**config.mk**
```make
export PLATFORM = sky130hd
export DESIGN_NAME = score_keeper
export DESIGN_NICKNAME = d
export VERILOG_FILES = /design/src/rtl/score_keeper.sv
export SDC_FILE = /design/constraint.sdc
export NUM_CORES = 1
export LEC_CHECK = 0
export CORE_ASPECT_RATIO = 0.6
export CORE_MARGIN = 5
export CORE_UTILIZATION = 25
export CTS_CLUSTER_SIZE = 12
export DETAILED_ROUTE_END_ITERATION = 6
export GPL_ROUTABILITY_DRIVEN = 0
export PLACE_DENSITY_LB_ADDON = 0.1
export SYNTH_ARGS = -nofsm -noshare
export SYNTH_HDL_FRONTEND = slang
export SYNTH_SLANG_ARGS = --single-unit
```
**constraint.sdc**
```tcl
create_clock -name clk -period 5.38 [get_ports clk]
set_clock_uncertainty 0.1 [all_clocks]
set_input_delay 1.076 -clock clk [delete_from_list [all_inputs] [get_ports clk]]
set_output_delay 1.076 -clock clk [all_outputs]
set_load 0.03 [all_outputs]
```
**src/rtl/score_keeper.sv**
```systemverilog
// score_keeper: saturating score counter, per-frame snapshot and iterative binary-to-BCD conversion.
// Optional SCORE_HIGH_SCORE_EN keeps a best-score register alongside the live count.
module score_keeper #(
  parameter int MAX_SCORE = 999,
  parameter int POINTS = 1
) (
  input  logic        clk,
  input  logic        reset_n,
  input  logic        game_rst,
  input  logic        eat,
  input  logic        frame_start,
  output logic [9:0]  score,
  output logic [11:0] score_bcd,
  output logic        bcd_busy,
  output logic [9:0]  high_score
);
  typedef enum logic [1:0] {IDLE, SHIFT, DONE} state_t;
  localparam logic [10:0] MAX = 11'(MAX_SCORE);
  state_t state, state_nx;
  logic [9:0] cnt;
  logic [10:0] sum;
  logic [21:0] sr, sr_nx;
  logic [3:0] bit_cnt, bit_cnt_nx;
  logic [11:0] bcd_nx;
  logic pend, pend_nx, busy_nx, take;
  function automatic logic [21:0] dabble(input logic [21:0] v);
    logic [21:0] t;
    t = v;
    for (int k = 0; k < 3; k++)
      if (t[10+4*k +: 4] >= 4'd5) t[10+4*k +: 4] = t[10+4*k +: 4] + 4'd3;
    return {t[20:0], 1'b0};
  endfunction
  assign sum = {1'b0, cnt} + 11'(POINTS);
  always_ff @(posedge clk or negedge reset_n)
    if (!reset_n) cnt <= '0;
    else if (game_rst) cnt <= '0;
    else if (eat) cnt <= (sum > MAX) ? MAX[9:0] : sum[9:0];
  always_ff @(posedge clk or negedge reset_n)
    if (!reset_n) score <= '0;
    else if (frame_start) score <= cnt;
  always_comb begin
    state_nx = state;
    sr_nx = sr;
    bit_cnt_nx = bit_cnt;
    bcd_nx = score_bcd;
    busy_nx = bcd_busy;
    take = 1'b0;
    case (state)
      IDLE: if (pend) begin
        state_nx = SHIFT;
        sr_nx = {12'b0, score};
        bit_cnt_nx = 4'd0;
        busy_nx = 1'b1;
        take = 1'b1;
      end
      SHIFT: begin
        sr_nx = dabble(sr);
        bit_cnt_nx = bit_cnt + 4'd1;
        state_nx = (bit_cnt == 4'd9) ? DONE : SHIFT;
      end
      DONE: begin
        bcd_nx = sr[21:10];
        // Back-to-back request: BCD nibbles start at zero, so the first shift is folded into the load.
        state_nx = pend ? SHIFT : IDLE;
        sr_nx = pend ? {11'b0, score, 1'b0} : sr;
        bit_cnt_nx = pend ? 4'd1 : bit_cnt;
        busy_nx = pend;
        take = pend;
      end
      default: state_nx = IDLE;
    endcase
    pend_nx = frame_start | (pend & ~take);
  end
  always_ff @(posedge clk or negedge reset_n)
    if (!reset_n) begin
      state <= IDLE;
      sr <= '0;
      bit_cnt <= '0;
      score_bcd <= '0;
      bcd_busy <= 1'b0;
      pend <= 1'b0;
    end else begin
      state <= state_nx;
      sr <= sr_nx;
      bit_cnt <= bit_cnt_nx;
      score_bcd <= bcd_nx;
      bcd_busy <= busy_nx;
      pend <= pend_nx;
    end
`ifdef SCORE_HIGH_SCORE_EN
  always_ff @(posedge clk or negedge reset_n)
    if (!reset_n) high_score <= '0;
    else if ((game_rst | frame_start) && cnt > high_score) high_score <= cnt;
`else
  assign high_score = '0;
`endif
endmodule

```
==> summary.txt, run 1 <==
Drt
  • Via count: 2467
  • Post-Route WL: 7977 µm
  • Routed wire per std cell: ~15 µm
  • TritonRoute pass-1 iters: 4
  • Drt via density: between 4 and 5
  • # DRC: 0
  • Initial DRC Count: 139
  • Post-route ant nets: 0

Critical path
  • Delay of the slowest cell on the worst path: 0.83 ns
  • Critical Path Source Type: register
  • Worst path required time: approximately 5.5 ns
  • Crit path cell chain: inv_1, ha_1, nand2_1, a21oi_1, nand4_1, o21ai_0
  • Highest net fanout along the worst path: 22
  • Crit path DAT: approximately 3.1 ns
  • Critical path endpoint category: register
  • CP Class: register to register
  • CP startpoint: state[0]
  • Worst reg2reg startpoint: state[0]
  • Slowest stage cell, crit path: a21oi_1

Clock tree
  • Root buf cell: clkbuf_16
  • Clock sinks: 62
  • CTS tree: built
  • Clock buffer depth: 2
  • # H-tree levels: 3
  • Worst-path clk slew: 0.06 ns
  • Setup Buffers After CTS: 0
  • Resized cells post-CTS: 0
  • Num CTS Buffers: 9
  • Cts hold-fix bufs: 0
  • Clk_lat worst skew: 0.33 ns

GRT
  • Largest net degree at the start of global routing: 37
  • Antenna violations before repair: 0
  • Vias in the first global route: 2353
  • Total Routing Usage GR: about a tenth
  • Overflow after GRT: 0
  • First-pass GRT wire length: about 13000 µm

Floorplan
  • Placeable Area: roughly 0.013 mm²
  • Die X: roughly 160 µm
  • Std cell rows: 32
  • Num ports: 38
  • Die H: about 100 µm
  • Starting Density: 25.89%
  • Die footprint: 0.01598 mm²

Synthesis
  • Post-synth cell types: 44
  • Post-Syn Instances: 339
  • Sequential share of the synthesized area: around 46%
  • FF+latch count, synth: 62
  • Asr flop ratio synth: between 90% and 100%
  • Post-Syn Area: between 0.003 and 0.004 mm²
  • Post-synth EDFFs: 0
  • Yosys warns: 0
  • Most used DFF post-synth: dfrtp_1
  • Mean Syn Cell Area: 9.939 µm²

Final layout
  • Post-layout net count: 376
  • Final Non-Filler Cells: about 530
  • Number of inserted diodes: 0
  • Layout cells sized above 1: ~12%
  • Area grow syn2layout: 19.42%

Pwr
  • Pwr Density: roughly 370 mW/mm²
  • Worst IR Drop VDD: roughly 0.16 mV
  • Leakage: 0.001759 µW

Placed design
  • DP HPWL: about 5400 µm
  • # port buffers: 27
  • Placed Cells: a little over 500

STA
  • Slew at the pin closest to its max-slew limit: around 0.94 ns
  • Endpoints failing hold: 0
  • Relative slew slack: 37.04%
  • Tmin final: 2.945 ns
  • Final setup fails: 0
  • Total negative slack: 0 ns
  • Slew Limit Fails: 0
  • Max Fclk: 339.6 MHz
  • RSZ-0062 raised after global routing: no
  • Period utilisation layout: 54.73%

Hold path
  • HP Class: register to register
  • Worst hold path startpoint: sr[9]

Job
  • Maxcap violations: 0

Status
  • Outcome: finished, final reports clean
worst paths after layout:
| check | end | slack (ns) | cells after the start |
|---|---|---|---|
| max | bit_cnt[3] | 2.44 | 6 |
| min | sr[9] | 0.38 | 2 |
| max reg2reg | bit_cnt[3] | 2.44 | 6 |
| min reg2reg | sr[9] | 0.38 | 2 |
| max in group asynchronous | sr[4] | 3.52 | 2 |
| min in group asynchronous | cnt[7] | 0.77 | 1 |
kinds of logic after synthesis:
group | share of synthesized area (%)
compound gates | 17.01
xor+xnor | 2.079
fa+ha+maj | 5.199
buf+inv | 6.536
flops | 46.05
mux | 8.838
other cells | 0.1113
simple gates | 14.19
synthesized netlist by cell type, types with 4 or more instances:
library cell	count	area [µm²]
o41ai_1	4	35.03
nand3_1	7	35.03
mux2_2	22	247.7
mux2i_1	5	50.05
nor3_1	12	60.06
inv_1	13	48.80
buf_2	5	25.02
dfrtp_1	62	1551
a22o_1	7	61.31
a21oi_1	11	55.05
a22oi_1	10	75.07
buf_4	12	90.09
nand2_1	35	131.4
xnor2_1	4	35.03
nand2b_1	7	43.79
nor2_1	11	41.29
ha_1	14	175.2
o21ai_0	34	170.2
xor2_1	4	35.03
clkbuf_1	13	48.80
a211oi_1	7	52.55
per-layer routing:
layer  GRT usage (%)  wire length, µm  up-vias
met5               0                0        -
li1                -                -     1223
met3           2.995              365        6
met1           16.22             4538     1186
met4           3.173               77        0
met2           13.59             2996       52
cells in the final DEF, fill, tap and decap left out, types with 3 or more instances in the layout:
master and instances:
conb_1 10, a21o_1 3, a22oi_1 10, xor2_1 4, nor2_1 11, a21oi_1 11
a22o_1 7, clkdlybuf4s50_1 26, buf_4 3, and3_1 3, clkinvlp_4 3, nand3b_1 3
nand2b_1 7, nand2_1 35, mux2i_1 5, inv_1 13, nor3_1 12, clkbuf_16 9
o21ai_0 34, nor2b_1 3, xnor2_1 4, nand3_1 7, o41ai_1 4, mux2_2 22
ha_1 14, dfrtp_1 62, a211oi_1 7, o21bai_1 3
worst max-delay path: cells and delay by family, from the launching register on:
family	cells	cell delay, ns
DFF	1	0.42
AOI/OAI and AO/OA	2	1.00
adders and majority gates	1	0.68
and+or+nand+nor	2	0.56
buffers and inverters	1	0.09
flip-flops by register name (all words and copies together) (netlist names):
name	count
cnt	10
pend	1
bit_cnt	4
score	10
state	2
score_bcd	12
bcd_busy	1
sr	22
metrics by stage:
stage / utilization [%] / hold WS, ns / total power, µW / area (µm²) / setup slack [ns]
floorplan: - / 0.3505 / 843.0 / 3403 / 3.181
global placement: 28.68 / 0.3661 / 934.7 / 3732 / 2.502
detailed placement: 28.68 / 0.3753 / 933.7 / 3732 / 2.385
CTS: 30.92 / 0.3875 / 1516 / 4024 / 2.406
global route: 30.92 / 0.3984 / 1604 / 4024 / 2.055
finish: 30.92 / 0.3828 / 1492 / 4024 / 2.435
report_power, final:
group	internal, µW	switching (µW)
combinational	118	232
clock	357	214
sequential	522	50.4
total	996	496
area by class of cell:
type / instances / area, µm²
sequential: 62 / 1551
inverter: 13 / 48.80
multi-input combinational: 241 / 1632
clock inverter: 6 / 62.56
clock buffer: 10 / 229.0
tap: 170 / 212.7
timing repair buffer: 30 / 287.8
fill: 1321 / 8989
Power figures use the tool's default switching activity.
==> inputs of run 2 (changes only) <==
clock period = 2.8 ns   (was 5.38 ns; I/O delays follow)
==> run 2 against run 1 <==
Net effect: die area unchanged; design area up 1.2%; setup slack worse by 1.8 ns; hold slack worse by 0.25 ns; clock power up 81%; first-iteration DRC count up 5.0%; routed wire length up 3.4%; power up 92%; core utilization up 0.38 points.
==> summary.txt, run 2 (same netlist as run 1, synthesis figures left out) <==
Status
  • Outcome: finished, final reports clean

GRT
  • Total Routing Usage GR: roughly 11%
  • Overflow after GRT: 0
  • First-pass GRT wire length: 13990 µm
  • Largest net degree at the start of global routing: 42
  • Antenna violations before repair: 0
  • Vias in the first global route: 2524

STA
  • Final setup fails: 0
  • Endpoints failing hold: 0
  • Total negative slack: 0 ns
  • Slew at the pin closest to its max-slew limit: between 0.7 and 0.8 ns
  • RSZ-0062 raised after global routing: no
  • Relative slew slack: 51.97%
  • Max Fclk: ~460 MHz
  • Post-route setup slack: just over 0.6 ns
  • Tmin final: roughly 2.2 ns
  • Slew Limit Fails: 0
  • Period utilisation layout: between 70 and 80%

Floorplan
  • Die footprint: between 0.015 and 0.02 mm²
  • Die X: 159.9 µm
  • Starting Density: between 20 and 30%
  • Placeable Area: around 0.013 mm²
  • Std cell rows: 32
  • Die H: about 100 µm
  • Num ports: 38

Critical path
  • Crit path DAT: 2.31 ns
  • Critical path endpoint category: register
  • Delay of the slowest cell on the worst path: 0.46 ns
  • Critical Path Source Type: register
  • Highest net fanout along the worst path: 9
  • CP Class: register to register
  • Crit path cell chain: ha_1, nand4_4, or3_4, and3_1, a211oi_1
  • Slowest stage cell, crit path: or3_4
  • Worst path required time: just under 3 ns

Pwr
  • Pwr Density: 704.4 mW/mm²
  • Worst IR Drop VDD: 0.2557 mV
  • Total power draw: 2869 µW
  • Leakage: between 0.0015 and 0.002 µW

Clock tree
  • # H-tree levels: 3
  • Root buf cell: clkbuf_16
  • Num CTS Buffers: 9
  • Worst-path clk slew: 0.05 ns
  • Resized cells post-CTS: 0
  • Clock sinks: between 60 and 70
  • Setup Buffers After CTS: 0
  • Cts hold-fix bufs: 0
  • CTS tree: built
  • Clock buffer depth: 2
  • Clk_lat worst skew: 0.32 ns

Final layout
  • Top Registers: sr (22), score_bcd (12)
  • Filler cells: between 1000 and 1500
  • Most common cell after layout, fill and taps aside: dfrtp_1
  • Largest register FFs: 22
  • Number of inserted diodes: 0
  • Most frequent cells in the layout: dfrtp_1, nand2_1, o21ai_0
  • Top reg by flops: sr
  • Layout cells sized above 1: a little over an eighth
  • Area grow syn2layout: 20.87%
  • Post-layout net count: around 380

Job
  • Maxcap violations: 0

Drt
  • Routed wire per std cell: about 15 µm
  • Via count: roughly 2500
  • Initial DRC Count: around 150
  • # DRC: 0
  • Drt via density: ~4.7
  • Post-Route WL: between 8000 and 9000 µm
  • TritonRoute pass-1 iters: 4
  • Post-route ant nets: 0

Placed design
  • Pre-CTS setup slack: ~0.44 ns
  • DP HPWL: between 5000 and 6000 µm
  • # port buffers: 27

Hold path
  • HP Class: input pin to asynchronous set/reset pin
-- run 2: cell count changes in the layout (fill, tap and decap cells not counted) --
cell | previous run | this run
buf_12 | 0 | 1
buf_4 | 3 | 9
bufinv_16 | 1 | 0
clkbuf_8 | 0 | 3
clkinv_2 | 2 | 1
clkinvlp_4 | 3 | 0
-- run 2: area by class of cell --
class                           instances  area [µm²]  share of cell area, %
Timing Repair Buffer                   37       352.8                  8.664
Tap cell                              170       212.7                  5.223
Multi-Input combinational cell        241        1632                  40.06
Inverter                               13       48.80                  1.198
Clock inverter                          1       5.005                 0.1229
Sequential cell                        62        1551                  38.10
Clock buffer                           13       270.3                  6.636
-- run 2: worst paths after layout --
path / startpoint / end / slack [ns] / cells past startpoint
max: cnt[0] / cnt[1] / 0.62 / 5
min: reset_n / cnt[0] / 0.13 / 1
max reg2reg: cnt[0] / cnt[1] / 0.62 / 5
min reg2reg: bit_cnt[3] / bit_cnt[3] / 0.39 / 1
max in group asynchronous: reset_n / score[2] / 1.84 / 2
min in group clk: bit_cnt[3] / bit_cnt[3] / 0.39 / 1
-- run 2: layer usage --
layer | up-vias | part of all wire (%) | track usage [%]
li1 | 1237 | - | -
met1 | 1227 | 56 | 17.15
met2 | 51 | 38 | 14.08
met3 | 7 | 5.0 | 3.447
met4 | 0 | 1.1 | 3.900
met5 | - | 0 | 0
-- run 2: power breakdown --
group | internal (µW) | total [µW] | switching (µW) | leakage (µW)
Clock | 659 | 1030 | 371 | 0.000138
Sequential | 1000 | 1100 | 92.2 | 0.000839
Combinational | 262 | 743 | 482 | 0.000825
-- run 2: critical path, delay by kind of cell, from the launching register on --
| kind | cells | cell delay (ns) |
|---|---|---|
| adder cells (fa/ha/maj) | 1 | 0.44 |
| AO/OA/AOI/OAI | 1 | 0.25 |
| flip-flops | 1 | 0.44 |
| AND/OR/NAND/NOR | 3 | 0.85 |
-- run 2: per-stage QoR --
step	hold WS (ns)	area [µm²]	instances	util, %
after global placement	0.3656	3797	523	29.18
after floorplan	0.1644	3403	348	-
after detailed placement	0.3717	3797	523	29.18
after CTS	0.1395	4073	537	31.30
after global routing	0.1655	4073	537	31.30
final	0.1279	4073	537	31.30
==> inputs of run 3 (changes only) <==
clock period = 2.21 ns   (was 2.8 ns; I/O delays follow)
==> run 3 against run 2 <==
Net effect: combinational power grew 28%; sequential cell count did not move; routed wire length shrank 2.0%; hold slack lost 0.12 ns; power is 26% higher; cell count increased by 1.5%; die area unchanged; non-clock buffer count up 7; design area increased by 1.1%; first-iteration DRC count up 21%; critical endpoint is now score[6]; largest power group unchanged.
==> summary.txt, run 3 (same netlist as run 1, synthesis figures left out) <==
STA
  • Relative slew slack: 62.34%
  • Final setup fails: 0
  • Period utilisation layout: between 80 and 90%
  • Total negative slack: 0 ns
  • Max Fclk: 503.4 MHz
  • RSZ-0062 raised after global routing: no
  • Tmin final: between 1.5 and 2 ns
  • Slew Limit Fails: 0
  • Endpoints failing hold: 0
  • Slew at the pin closest to its max-slew limit: approximately 0.56 ns
  • Post-route setup slack: between 0.2 and 0.25 ns

Pwr
  • Combinational power share: 26.3%
  • Pwr Density: ~880 mW/mm²
  • Switching Share: between 30 and 40%
  • Sequential share of power: 38.3%
  • Leakage: 0.001832 µW
  • Internal cell power: between 2000 and 2500 µW
  • Sw Pwr: roughly 1200 µW
  • Clk network pwr share: between 30% and 40%
  • Worst IR Drop VDD: ~0.37 mV

Final layout
  • Top reg by flops: sr
  • Largest register FFs: 22
  • Most frequent cells in the layout: dfrtp_1, nand2_1, o21ai_0
  • Layout cells sized above 1: 14.67%
  • Post-layout net count: about 400
  • Area grow syn2layout: 22.24%
  • Most common cell after layout, fill and taps aside: dfrtp_1
  • Final core occ: 31.65%
  • Final Non-Filler Cells: 545
  • Top Registers: sr (22), score_bcd (12)
  • Number of inserted diodes: 0

Critical path
  • Critical path endpoint category: output port
  • Worst reg2reg startpoint: cnt[0]
  • Crit path DAT: 1.44 ns
  • CP startpoint: score[6]
  • Highest net fanout along the worst path: 4
  • Critical Path Source Type: register
  • Worst path required time: 1.67 ns
  • Buffers and inverters on the worst path: 1
  • Slowest stage cell, crit path: clkdlybuf4s50_1
  • Crit path cell chain: clkdlybuf4s50_1
  • CP Class: register to output port
  • Largest delay share family, worst path: buffers and inverters
  • Delay of the slowest cell on the worst path: 0.71 ns

GRT
  • M3 GR Usage: 3.160%
  • Largest net degree at the start of global routing: 46
  • Vias in the first global route: 2520
  • First-pass GRT wire length: 13810 µm
  • Antenna violations before repair: 0
  • Met2 Resource Use GR: roughly 15%
  • Overflow after GRT: 0
  • Gr busiest metal: met1
  • Met1 usage: between 15 and 20%
  • Total Routing Usage GR: between 10% and 20%

Placed design
  • Pre-CTS setup slack: between 0.2 and 0.3 ns
  • # port buffers: 27
  • Placed Cells: 530
  • DP HPWL: 5793 µm

Clock tree
  • # H-tree levels: 3
  • Clock buffer depth: 2
  • Clock sinks: 62
  • Root buf cell: clkbuf_16
  • Cts hold-fix bufs: 0
  • CTS tree: built
  • Clk_lat worst skew: 0.32 ns
  • Resized cells post-CTS: 0
  • Setup Buffers After CTS: 0
  • Num CTS Buffers: 9
  • Worst-path clk slew: approximately 0.050 ns

Drt
  • TritonRoute pass-1 iters: 4
  • Post-route ant nets: 0
  • Initial DRC Count: approximately 180
  • Via count: 2517
  • # DRC: 0
  • Routed wire per std cell: 14.84 µm
  • Post-Route WL: between 8000 and 9000 µm
  • Drt via density: between 4 and 5

Floorplan
  • Die H: around 100 µm
  • Die X: between 150 and 200 µm
  • Placeable Area: about 0.013 mm²
  • Starting Density: about a quarter
  • Num ports: 38
  • Die footprint: approximately 0.016 mm²
  • Std cell rows: 32

Job
  • Maxcap violations: 0

Hold path
  • HP Class: input pin to asynchronous set/reset pin

Status
  • Outcome: finished, final reports clean
-- run 3: metrics by stage --
stage | power, µW | hold WS (ns) | area (µm²)
3_5_place_dp | 2371 | 0.3641 | 3850
2_1_floorplan | 2052 | 0.04641 | 3403
4_1_cts | 3691 | 0.01105 | 4119
5_1_grt | 3913 | 0.03112 | 4119
6_report | 3628 | 0.003553 | 4119
3_3_place_gp | 2353 | 0.3645 | 3850
-- run 3: power groups by stage --
stage	logic, µW	registers [µW]	clock network (µW)
floorplan	670	1380	0
global placement	950	1400	0
detailed placement	963	1410	0
CTS	970	1390	1330
global route	1110	1410	1390
finish	953	1390	1290
-- run 3: cell type report --
| class | instances | area, µm² |
|---|---|---|
| Clock buffer | 14 | 264.0 |
| Clock inverter | 1 | 5.005 |
| Fill cell | 1328 | 8894 |
| Inverter | 13 | 48.80 |
| Multi-Input combinational cell | 241 | 1632 |
| Sequential cell | 62 | 1551 |
| Tap cell | 170 | 212.7 |
| Timing Repair Buffer | 44 | 405.4 |
-- run 3: routing by layer --
metal | routed length (µm) | up-vias
met5 | 0 | -
met4 | 112 | 0
met3 | 298 | 8
met2 | 3089 | 51
met1 | 4586 | 1201
li1 | - | 1257
-- run 3: path summary, 6_finish.rpt --
check                                 to  slack [ns]  cells after the start
min in group clk                   sr[9]        0.39                      2
setup reg to reg                  cnt[2]        0.28                      6
hold reg to reg                    sr[9]        0.39                      2
setup / recovery                score[6]        0.22                      1
max in group asynchronous  score_bcd[11]        1.77                      2
hold / removal                     sr[9]       0.004                      2
